$ cat config.mk
export PLATFORM = sky130hd
export DESIGN_NAME = scroll_hex_disp
export DESIGN_NICKNAME = d
export VERILOG_FILES = /design/src/rtl/scroll_hex_disp.sv
export SDC_FILE = /design/constraint.sdc
export NUM_CORES = 1
export LEC_CHECK = 0
export CAP_MARGIN = 20
export CORE_MARGIN = 3
export CORE_UTILIZATION = 25
export DETAILED_ROUTE_END_ITERATION = 8
export GPL_TIMING_DRIVEN = 0
export HOLD_SLACK_MARGIN = 0.08
export PLACE_DENSITY = 0.41
export RECOVER_POWER = 100
export SETUP_SLACK_MARGIN = 0.15
export SLEW_MARGIN = 20
export SYNTH_ARGS = -nofsm -noshare
export SYNTH_HDL_FRONTEND = slang
export SYNTH_SLANG_ARGS = --single-unit
$ cat constraint.sdc
create_clock -name clk -period 4.2 [get_ports clk]
set_clock_uncertainty 0.05 [all_clocks]
set_input_delay 1.26 -clock clk [delete_from_list [all_inputs] [get_ports clk]]
set_output_delay 1.26 -clock clk [all_outputs]
set_load 0.05 [all_outputs]
$ cat src/rtl/scroll_hex_disp.sv
// Scrolling hex display: shows a DIGITS-wide circular window of a NIBBLES-digit word on a
// multiplexed active-low 7-segment display. Optional auto-scroll is enabled by `SCROLL_AUTO_EN.
module scroll_hex_disp #(
    parameter int NIBBLES         = 8,
    parameter int DIGITS          = 4,
    parameter int REFRESH_BITS    = 17,
    parameter int DEBOUNCE_CYCLES = 1000000,
    parameter int AUTO_DIV        = 50000000
) (
    input  logic                       clk,
    input  logic                       rst,
    input  logic [4*NIBBLES-1:0]       value,
    input  logic                       btnU,
    input  logic                       btnD,
    input  logic                       auto_en,
    output logic [6:0]                 seg,
    output logic [DIGITS-1:0]          an,
    output logic [$clog2(NIBBLES)-1:0] pos
);

    localparam int PW = $clog2(NIBBLES);
    localparam int DW = $clog2(DIGITS);
    localparam int CW = $clog2(DEBOUNCE_CYCLES + 1);

    // Button bit 0 = up, bit 1 = down throughout.
    logic [1:0]         sync1_q, sync2_q;
    logic [1:0]         lvl_q, lvl_d;
    logic [1:0]         armed_q, armed_d;
    logic [1:0][CW-1:0] db_cnt_q, db_cnt_d;
    logic [1:0]         db_ref;
    logic [1:0]         press;

    logic [PW-1:0]           pos_q, pos_d;
    logic                    step_up, step_dn;
    logic [REFRESH_BITS-1:0] refresh_q, refresh_d;
    logic [DW-1:0]           digit_q, digit_d;
    logic [PW:0]             nib_sum, nib_full;
    logic [3:0]              nib;
    logic [6:0]              seg_q, seg_d;
    logic [DIGITS-1:0]       an_q, an_d;

    function automatic logic [6:0] glyph(input logic [3:0] h);
        case (h)
            4'h0: glyph = 7'h40;
            4'h1: glyph = 7'h79;
            4'h2: glyph = 7'h24;
            4'h3: glyph = 7'h30;
            4'h4: glyph = 7'h19;
            4'h5: glyph = 7'h12;
            4'h6: glyph = 7'h02;
            4'h7: glyph = 7'h78;
            4'h8: glyph = 7'h00;
            4'h9: glyph = 7'h10;
            4'hA: glyph = 7'h08;
            4'hB: glyph = 7'h03;
            4'hC: glyph = 7'h46;
            4'hD: glyph = 7'h21;
            4'hE: glyph = 7'h06;
            default: glyph = 7'h0E;
        endcase
    endfunction

    // NOTE: synchronizer flops carry no reset so they keep tracking a button held during reset.
    always_ff @(posedge clk) begin
        sync1_q <= {btnD, btnU};
        sync2_q <= sync1_q;
    end

    // Until a debounced release is seen after reset, the debouncer behaves as if the button
    // were already pressed, so a press held through reset cannot fire.
    assign db_ref = lvl_q | ~armed_q;

    // NOTE: every combinational output gets a default first so no latch is inferred.
    always_comb begin
        lvl_d    = lvl_q;
        armed_d  = armed_q;
        db_cnt_d = '0;
        press    = '0;
        for (int b = 0; b < 2; b++) begin
            if (sync2_q[b] != db_ref[b]) begin
                if (db_cnt_q[b] == CW'(DEBOUNCE_CYCLES - 1)) begin
                    lvl_d[b]   = sync2_q[b];
                    armed_d[b] = 1'b1;
                    press[b]   = sync2_q[b];
                end else begin
                    db_cnt_d[b] = db_cnt_q[b] + CW'(1);
                end
            end
        end
    end

`ifdef SCROLL_AUTO_EN
    localparam int AW = $clog2(AUTO_DIV + 1);
    logic [AW-1:0] auto_cnt_q, auto_cnt_d;
    logic          auto_tick;
`else
    logic unused_auto_en;
    assign unused_auto_en = auto_en;
`endif

    always_comb begin
        pos_d   = pos_q;
        step_up = press[0] & ~press[1];
        step_dn = press[1] & ~press[0];
`ifdef SCROLL_AUTO_EN
        auto_cnt_d = '0;
        auto_tick  = 1'b0;
        if (auto_en) begin
            if (auto_cnt_q == AW'(AUTO_DIV - 1)) begin
                // Any button pulse in the same cycle swallows the tick.
                auto_tick = ~(press[0] | press[1]);
            end else begin
                auto_cnt_d = auto_cnt_q + AW'(1);
            end
        end
        step_up = step_up | auto_tick;
`endif
        if (step_up) begin
            pos_d = (pos_q == PW'(NIBBLES - 1)) ? '0 : pos_q + PW'(1);
        end else if (step_dn) begin
            pos_d = (pos_q == '0) ? PW'(NIBBLES - 1) : pos_q - PW'(1);
        end
    end

    always_comb begin
        refresh_d = refresh_q + REFRESH_BITS'(1);
        digit_d   = digit_q;
        if (&refresh_q) begin
            digit_d = (digit_q == DW'(DIGITS - 1)) ? '0 : digit_q + DW'(1);
        end

        // pos and digit are both below NIBBLES, so one conditional subtract gives the modulo.
        nib_sum  = {1'b0, pos_q} + (PW + 1)'(digit_q);
        nib_full = (nib_sum >= (PW + 1)'(NIBBLES)) ? nib_sum - (PW + 1)'(NIBBLES) : nib_sum;
        nib      = '0;
        for (int i = 0; i < NIBBLES; i++) begin
            if (nib_full == (PW + 1)'(i)) nib = value[4*i +: 4];
        end

        seg_d = glyph(nib);
        an_d  = ~(DIGITS'(1) << digit_q);
    end

    // NOTE: sequential state uses non-blocking assignments only.
    always_ff @(posedge clk or posedge rst) begin
        if (rst) begin
            lvl_q     <= '0;
            armed_q   <= '0;
            db_cnt_q  <= '0;
            pos_q     <= '0;
            refresh_q <= '0;
            digit_q   <= '0;
            seg_q     <= 7'h7F;
            an_q      <= '1;
`ifdef SCROLL_AUTO_EN
            auto_cnt_q <= '0;
`endif
        end else begin
            lvl_q     <= lvl_d;
            armed_q   <= armed_d;
            db_cnt_q  <= db_cnt_d;
            pos_q     <= pos_d;
            refresh_q <= refresh_d;
            digit_q   <= digit_d;
            seg_q     <= seg_d;
            an_q      <= an_d;
`ifdef SCROLL_AUTO_EN
            auto_cnt_q <= auto_cnt_d;
`endif
        end
    end

    assign seg = seg_q;
    assign an  = an_q;
    assign pos = pos_q;

endmodule

==> run metrics, run 1 <==
initial antenna violation count=0; worst-margin pin slew=around 1300 ps; CTS tree=done; largest net degree at the start of global routing=51; Detail Placement HPWL=about 6.5 mm; Worst EP required=about 4400 ps; Post-Syn Instances=406; Reg power frac=around 48%; hold crit path type=flip-flop to flip-flop; htree depth=3; Cell Int Power=around 1.3 mW; Final min period=between 3000 and 4000 ps; Core Rows=46; Net Switching=386 uW; RSZ-0062 raised after global routing=false; fmax=~270 MHz; P_leak=approximately 2.3 nW; hold_sp=sync1_q[0]$_DFF_P_; Num CTS Buffers=9; top cell type's share of synthesized area=39.1%; Slew headroom=15.7%; antenna fix cells=0; CTS Sinks=a little over 80; Clock Tree Buf Depth=2; Final Hold Vio Count=0; CTS root buffer=clkbuf_16; Clk pwr share=a little over two fifths; yosys warns=0; Startpoint Class=flip-flop; Yosys cell types=53; Final TNS setup=0 ps; number of global-route vias before repair=between 3000 and 4000; commonest cells in the netlist=dfrtp_1 (66), nor2_1 (48), xor2_1 (29), inv_1 (25); CORE AREA=~16000 um^2; Comb power frac=between 8 and 9%; placer congestion estimate=about 0.75; critical path's slowest cell=fa_1; total grt overflow=0; Sw Ratio=23.2%; PwrDens=roughly 320 nW/um^2; clk_lat worst skew=about 340 ps; die area=between 15000 and 20000 um^2; fin crit share=about nine tenths; Post-synth EDFFs=0; Routed WL=a little under 9 mm; status=completed; VDD IR-drop max=218 uV; FFs w/ async S/R, synth=95.1%; cell with the most instances after synthesis=dfrtp_1; Starting DRT DRC Count=125; max incr delay on CP=520 ps; residual DRC count=0; Seq/Total Area, Yosys=47.8%; postcts setup bufs=0; I/O pin total=a little over 50; all-layer global routing usage=a little over a tenth; Slew Viols, Final=0; Initial Util=between 20% and 30%; crit end category=flip-flop; Die Y=approximately 140 um; post-route insts no fill=688; Area Overhead vs Synth=24.6%; synthesized area per cell=around 10 um^2; synthesized area=roughly 4200 um^2; CP delay by family, top=adder cells; syn nets=464; CP Cell Sequence=ha_1 > inv_1 > fa_1 > buf_2 > buf_2 > inv_1 > a22o_1 > a221oi_2 > or2_1 > inv_1 > ha_1 > or3_1 > o211a_1; area leader, netlist=dfrtp_1; Via-to-Cell Ratio=~4.4; Die Width=around 140 um; Layout Nets=around 530; worst path bufs/invs=5; CP startpoint=pos[0]$_DFFE_PP0P_; max_cap viols=0; Detailed Routing Iterations Pass 1=4; post-route ant nets=0; Post-CTS Hold Fix Bufs=0; CP Max Fanout=10; Port Buf Inserts=49; top cells by area, synth=dfrtp_1 (39%), dfstp_2 (6.8%), xor2_1 (6.0%); post_cts resized=0; Placed Cells=roughly 670; layout cells sized above 1=under 10%; DR vias=approximately 3000; Fillers=roughly 1700; post-synthesis register bit count=81; per-cell routed wire length=between 10 and 15 um; final setup fails=0; Setup CP Type=flip-flop to flip-flop; first-pass GRT wire length=approximately 15 mm; Crit path top cell by count=inv_1; clock slew at reported path FFs=about 60 ps; Final Util=between 30% and 40%; Main synth FF type=dfrtp_1; Worst R2R Start=pos[0]$_DFFE_PP0P_; Critical Path AT=just under 4000 ps
-- state kept, by name, summed over array words and instances, names as in the netlist --
name,flops
refresh_q,17
sync2_q,2
an,4
armed_q,2
digit_q,2
lvl_q,2
db_cnt_q,40
pos,3
seg,7
sync1_q,2
-- per-stage QoR --
stage	hold WS [ps]	worst slack, ps	total power, mW	instance area [um^2]
6_report	277	466	1.66	5270
5_1_grt	293	159	1.75	5270
4_1_cts	282	309	1.72	5290
3_5_place_dp	268	317	0.975	5020
3_3_place_gp	263	-566	0.971	4990
2_1_floorplan	260	530	0.907	4230
-- final timing paths --
check                                         end  slack, ps  cells after the start
setup / recovery                 seg[0]$_DFF_PP1_        470                     13
hold / removal                 sync2_q[0]$_DFF_P_        280                      0
setup reg to reg                 seg[0]$_DFF_PP1_        470                     13
hold reg to reg                sync2_q[0]$_DFF_P_        280                      0
max in group asynchronous   db_cnt_q[2]$_DFF_PP0_        760                      3
min in group asynchronous  db_cnt_q[32]$_DFF_PP0_       1570                      2
-- worst register-to-register path: stages (launching register included) --
cell	delay, ps
dfrtp_1	450
ha_1	180
inv_1	40
fa_1	520
buf_2	260
buf_2	290
inv_1	120
a22o_1	260
a221oi_2	420
or2_1	260
inv_1	90
ha_1	230
or3_1	370
o211a_1	130
-- power by group through the flow --
stage / clock network [mW] / logic [mW] / registers [mW]
after floorplan: 0 / 0.0614 / 0.846
after global placement: 0 / 0.151 / 0.820
after detailed placement: 0 / 0.155 / 0.820
after CTS: 0.754 / 0.156 / 0.806
after global routing: 0.784 / 0.161 / 0.807
final: 0.713 / 0.145 / 0.806
-- layout make-up --
class | instances | area (um^2) | area share (%)
Tap cell | 216 | 270 | 5.13
Timing Repair Buffer | 50 | 495 | 9.40
Inverter | 27 | 103 | 1.95
Clock buffer | 13 | 250 | 4.75
Sequential cell | 81 | 2020 | 38.4
Multi-Input combinational cell | 290 | 2070 | 39.3
Clock inverter | 3 | 16.3 | 0.309
Buffer | 8 | 41.3 | 0.784
-- layer usage --
| metal | share of wire (%) | vias up | global-route usage, % |
|---|---|---|---|
| met5 | 0 | - | 0 |
| met1 | 46 | 1445 | 13.5 |
| li1 | - | 1518 | - |
| met3 | 3.6 | 13 | 3.37 |
| met2 | 48 | 34 | 16.9 |
| met4 | 1.8 | 0 | 4.09 |
-- cells by family after synthesis --
logic type               share of synthesized area, %
AO/OA/AOI/OAI                                    7.07
XOR/XNOR                                         11.7
adder cells (fa/ha/maj)                          6.39
buffers and inverters                            3.49
flip-flops                                       47.8
multiplexers                                     4.59
AND/OR/NAND/NOR                                  18.9
-- cells in the final DEF, fill, tap and decap left out, drive strengths merged, types with 2 or more instances in the layout --
cell,Yosys,routed
mux2i,10,10
nand4,18,18
nor2b,5,5
and3,8,8
dfrtp,66,66
inv,27,27
clkdlybuf4s50,0,32
a21o,2,2
a221oi,2,2
a211oi,3,3
o211a,2,2
mux4,2,2
nor2,48,48
nand2,24,24
a21oi,10,10
nand3,22,22
xnor2,25,25
mux2,4,4
nor3,10,10
buf,8,4
nor4b,2,2
ha,20,20
o21bai,2,2
and4,5,5
dlygate4sd3,0,17
dfstp,11,11
or3,2,2
clkinv,0,2
or2,5,5
nor4,5,5
xor2,30,30
and2,2,2
o21ai,5,5
nand2b,3,3
dfxtp,4,4
o211ai,3,3
a22o,2,2
clkbuf,0,18
Note: power is estimated with default switching activity, not from simulation.
==> run 2, diff against run 1 <==
--- a/config.mk
+++ b/config.mk
@@ -6,12 +6,14 @@
 export NUM_CORES = 1
 export LEC_CHECK = 0
 export CAP_MARGIN = 20
+export CELL_PAD_IN_SITES_DETAIL_PLACEMENT = 1
+export CELL_PAD_IN_SITES_GLOBAL_PLACEMENT = 1
 export CORE_MARGIN = 3
 export CORE_UTILIZATION = 25
 export DETAILED_ROUTE_END_ITERATION = 8
 export GPL_TIMING_DRIVEN = 0
 export HOLD_SLACK_MARGIN = 0.08
-export PLACE_DENSITY = 0.41
+export PLACE_DENSITY = 0.51
 export RECOVER_POWER = 100
 export SETUP_SLACK_MARGIN = 0.15
 export SLEW_MARGIN = 20
==> run 2 against run 1 <==
Compared with the run above: the flow now finishes with violations (max-capacitance violations, max-slew violations); design area is 1.1% higher; register-to-register slack got worse by 60 ps; maximum frequency fell by 1.5%; sequential power about the same; clock power increased by 15%; power increased by 6.4%; wire length increased by 7.7%; die area did not move; global-route usage rose by 0.59 points; sequential share of layout area shrank 0.41 points; setup slack worse by 58 ps; via count is 2.8% higher; critical path type unchanged; critical endpoint unchanged.
==> run metrics, run 2 (synthesized netlist as in run 1, its figures left out) <==
Worst R2R Start=pos[0]$_DFFE_PP0P_; Detail Placement HPWL=7.08 mm (+8.8%); antenna fix cells=0 (unchanged); P_leak=2.31 nW (+0.91%); Die Y=136 um (unchanged); Setup WS pre-CTS=225 ps (-91.4 ps); critical path's slowest cell=fa_1; commonest non-fill, non-tap cell in the layout=dfrtp_1; failing checks=max-capacitance violations, max-slew violations; Final TNS setup=0 ps (unchanged); Die Width=136 um (unchanged); final setup margin=409 ps (-57.5 ps); Num CTS Buffers=9 (unchanged); largest net degree at the start of global routing=42 (-18%); Post-CTS Hold Fix Bufs=0 (unchanged); max_cap viols=1 (+1); Setup CP Type=flip-flop to flip-flop; worst-margin pin slew=1570 ps (+309 ps); Worst Hold End=sync2_q[1]$_DFF_P_; Area Overhead vs Synth=26.0%; Initial Util=26.0% (unchanged); clk_lat worst skew=330 ps (about the same); clock slew at reported path FFs=60 ps (about the same); residual DRC count=0 (unchanged); I/O pin total=51 (unchanged); Critical Path AT=4000 ps (+50 ps); number of global-route vias before repair=3445 (+12%); Layout Nets=526 (+0.19%); Final Hold Vio Count=0 (unchanged); Hold Crit Depth=0 (unchanged); Port Buf Inserts=49 (unchanged); CTS Sinks=81 (unchanged); Starting DRT DRC Count=78 (-38%); R2R Setup Slk=410 ps (-60 ps); Startpoint Class=flip-flop; Via-to-Cell Ratio=4.49 (+2.6%); Routed WL=9.57 mm (+7.7%); Detailed Routing Iterations Pass 1=4 (unchanged); Final min period=3790 ps (+57.5 ps); total grt overflow=0 (unchanged); max reg flops=40 (unchanged); CTS root buffer=clkbuf_16; final setup fails=0 (unchanged); per-cell routed wire length=13.9 um (+7.6%); placer congestion estimate=0.709 (-6.0%); hold crit path type=flip-flop to flip-flop; layout cells sized above 1=10.1% (+0.61 points); Clock Tree Buf Depth=2 (unchanged); leading cell types in the layout, fill and taps excluded=dfrtp_1 (66), nor2_1 (48), clkdlybuf4s50_1 (32); initial antenna violation count=0 (unchanged); Post-DP Area=5020 um^2 (unchanged); Slew headroom=-5.49% (-21 points); Worst EP required=4410 ps (about the same); Slew Viols, Final=38 (+38); hold_sp=sync1_q[1]$_DFF_P_; worst r2r dst=seg[0]$_DFF_PP1_; PwrDens=332 nW/um^2 (+5.2%); VDD IR-drop max=188 uV (-14%); CTS tree=done; RSZ-0062 raised after global routing=false; DR vias=3093 (+2.8%); fin crit share=90.3% (+1.4 points); die area=18500 um^2 (unchanged); register with the most flip-flops=db_cnt_q; Tot Pwr=1.77 mW (+6.4%); CP Cell Sequence=ha_1 > inv_1 > fa_1 > buf_2 > buf_2 > inv_2 > a22o_1 > a221oi_2 > or2_1 > inv_1 > ha_1 > or3_1 > o211a_1; post-route ant nets=0 (unchanged); status=complete, but fails checks; CORE AREA=16200 um^2 (unchanged); fmax=264 MHz (-1.5%); Core Rows=46 (unchanged); crit end category=flip-flop; first-pass GRT wire length=16.8 mm (+8.2%); max incr delay on CP=550 ps (+30 ps); worst reg2reg path depth=13 (unchanged); CP Max Fanout=10 (unchanged); final non-filler cell area=5330 um^2 (+1.1%); all-layer global routing usage=11.2% (+0.59 points); htree depth=3 (unchanged)
-- run 2: cell types whose count changed in the layout (fill, tap and decap cells not counted), sizes merged --
| cell | delta |
|---|---|
| buf | +1 |
| clkinv | -1 |
| clkbuf | +1 |
| bufinv | +1 |
| inv | -1 |
-- run 2: timing repair --
item | 4_1_cts | 5_1_grt
buffers inserted | 0 | 1
resized for setup | 0 | 1
endpoints found under the setup margin | 0 | 2
hold endpoints to repair | 0 | 0
-- run 2: worst max path at each step --
stage,startpoint,end,slack [ps],cells past startpoint
global placement,rst,db_cnt_q[0]$_DFF_PP0_,-500,2
CTS,pos[0]$_DFFE_PP0P_,seg[0]$_DFF_PP1_,180,13
floorplan,pos[0]$_DFFE_PP0P_,seg[0]$_DFF_PP1_,530,13
detailed placement,pos[0]$_DFFE_PP0P_,seg[0]$_DFF_PP1_,230,13
global route,pos[0]$_DFFE_PP0P_,seg[0]$_DFF_PP1_,180,13
finish,pos[0]$_DFFE_PP0P_,seg[0]$_DFF_PP1_,410,13
-- run 2: stage by stage --
step | util, % | instances | hold slack, ps
6_report | 32.8 | 689 | 279
2_1_floorplan | - | 406 | 260
3_3_place_gp | 30.7 | 671 | 267
5_1_grt | 32.8 | 689 | 285
3_5_place_dp | 30.9 | 672 | 268
4_1_cts | 32.8 | 688 | 281
-- run 2: per-layer routing --
layer | global-route usage (%) | routed length [um] | vias to the layer above
met5 | 0 | 0 | -
met4 | 3.42 | 147 | 0
met3 | 2.78 | 202 | 12
met2 | 19.3 | 4750 | 27
met1 | 13.8 | 4480 | 1530
li1 | - | - | 1524
-- run 2: cell type report --
type | instances | area (um^2)
inverters | 27 | 103
repair buffers | 51 | 503
flip-flops and latches | 81 | 2020
multi-input cells | 290 | 2080
clock inverters | 2 | 35.0
clock buffers | 14 | 275
well taps | 216 | 270
fillers | 1852 | 10900
plain buffers | 8 | 41.3
-- run 2: worst max-delay path: cells and delay by family (launching register included) --
kind                     cells  cell delay [ps]
AO/OA/AOI/OAI                3              800
AND/OR/NAND/NOR              2              640
flip-flops                   1              440
adder cells (fa/ha/maj)      3              970
buffers and inverters        5              820
-- run 2: report_power, final --
group / leakage, nW / internal [mW] / switching (mW)
combinational: 1.11 / 0.0644 / 0.0828
sequential: 1.05 / 0.799 / 0.00655
clock: 0.152 / 0.513 / 0.304
total: 2.31 / 1.38 / 0.394
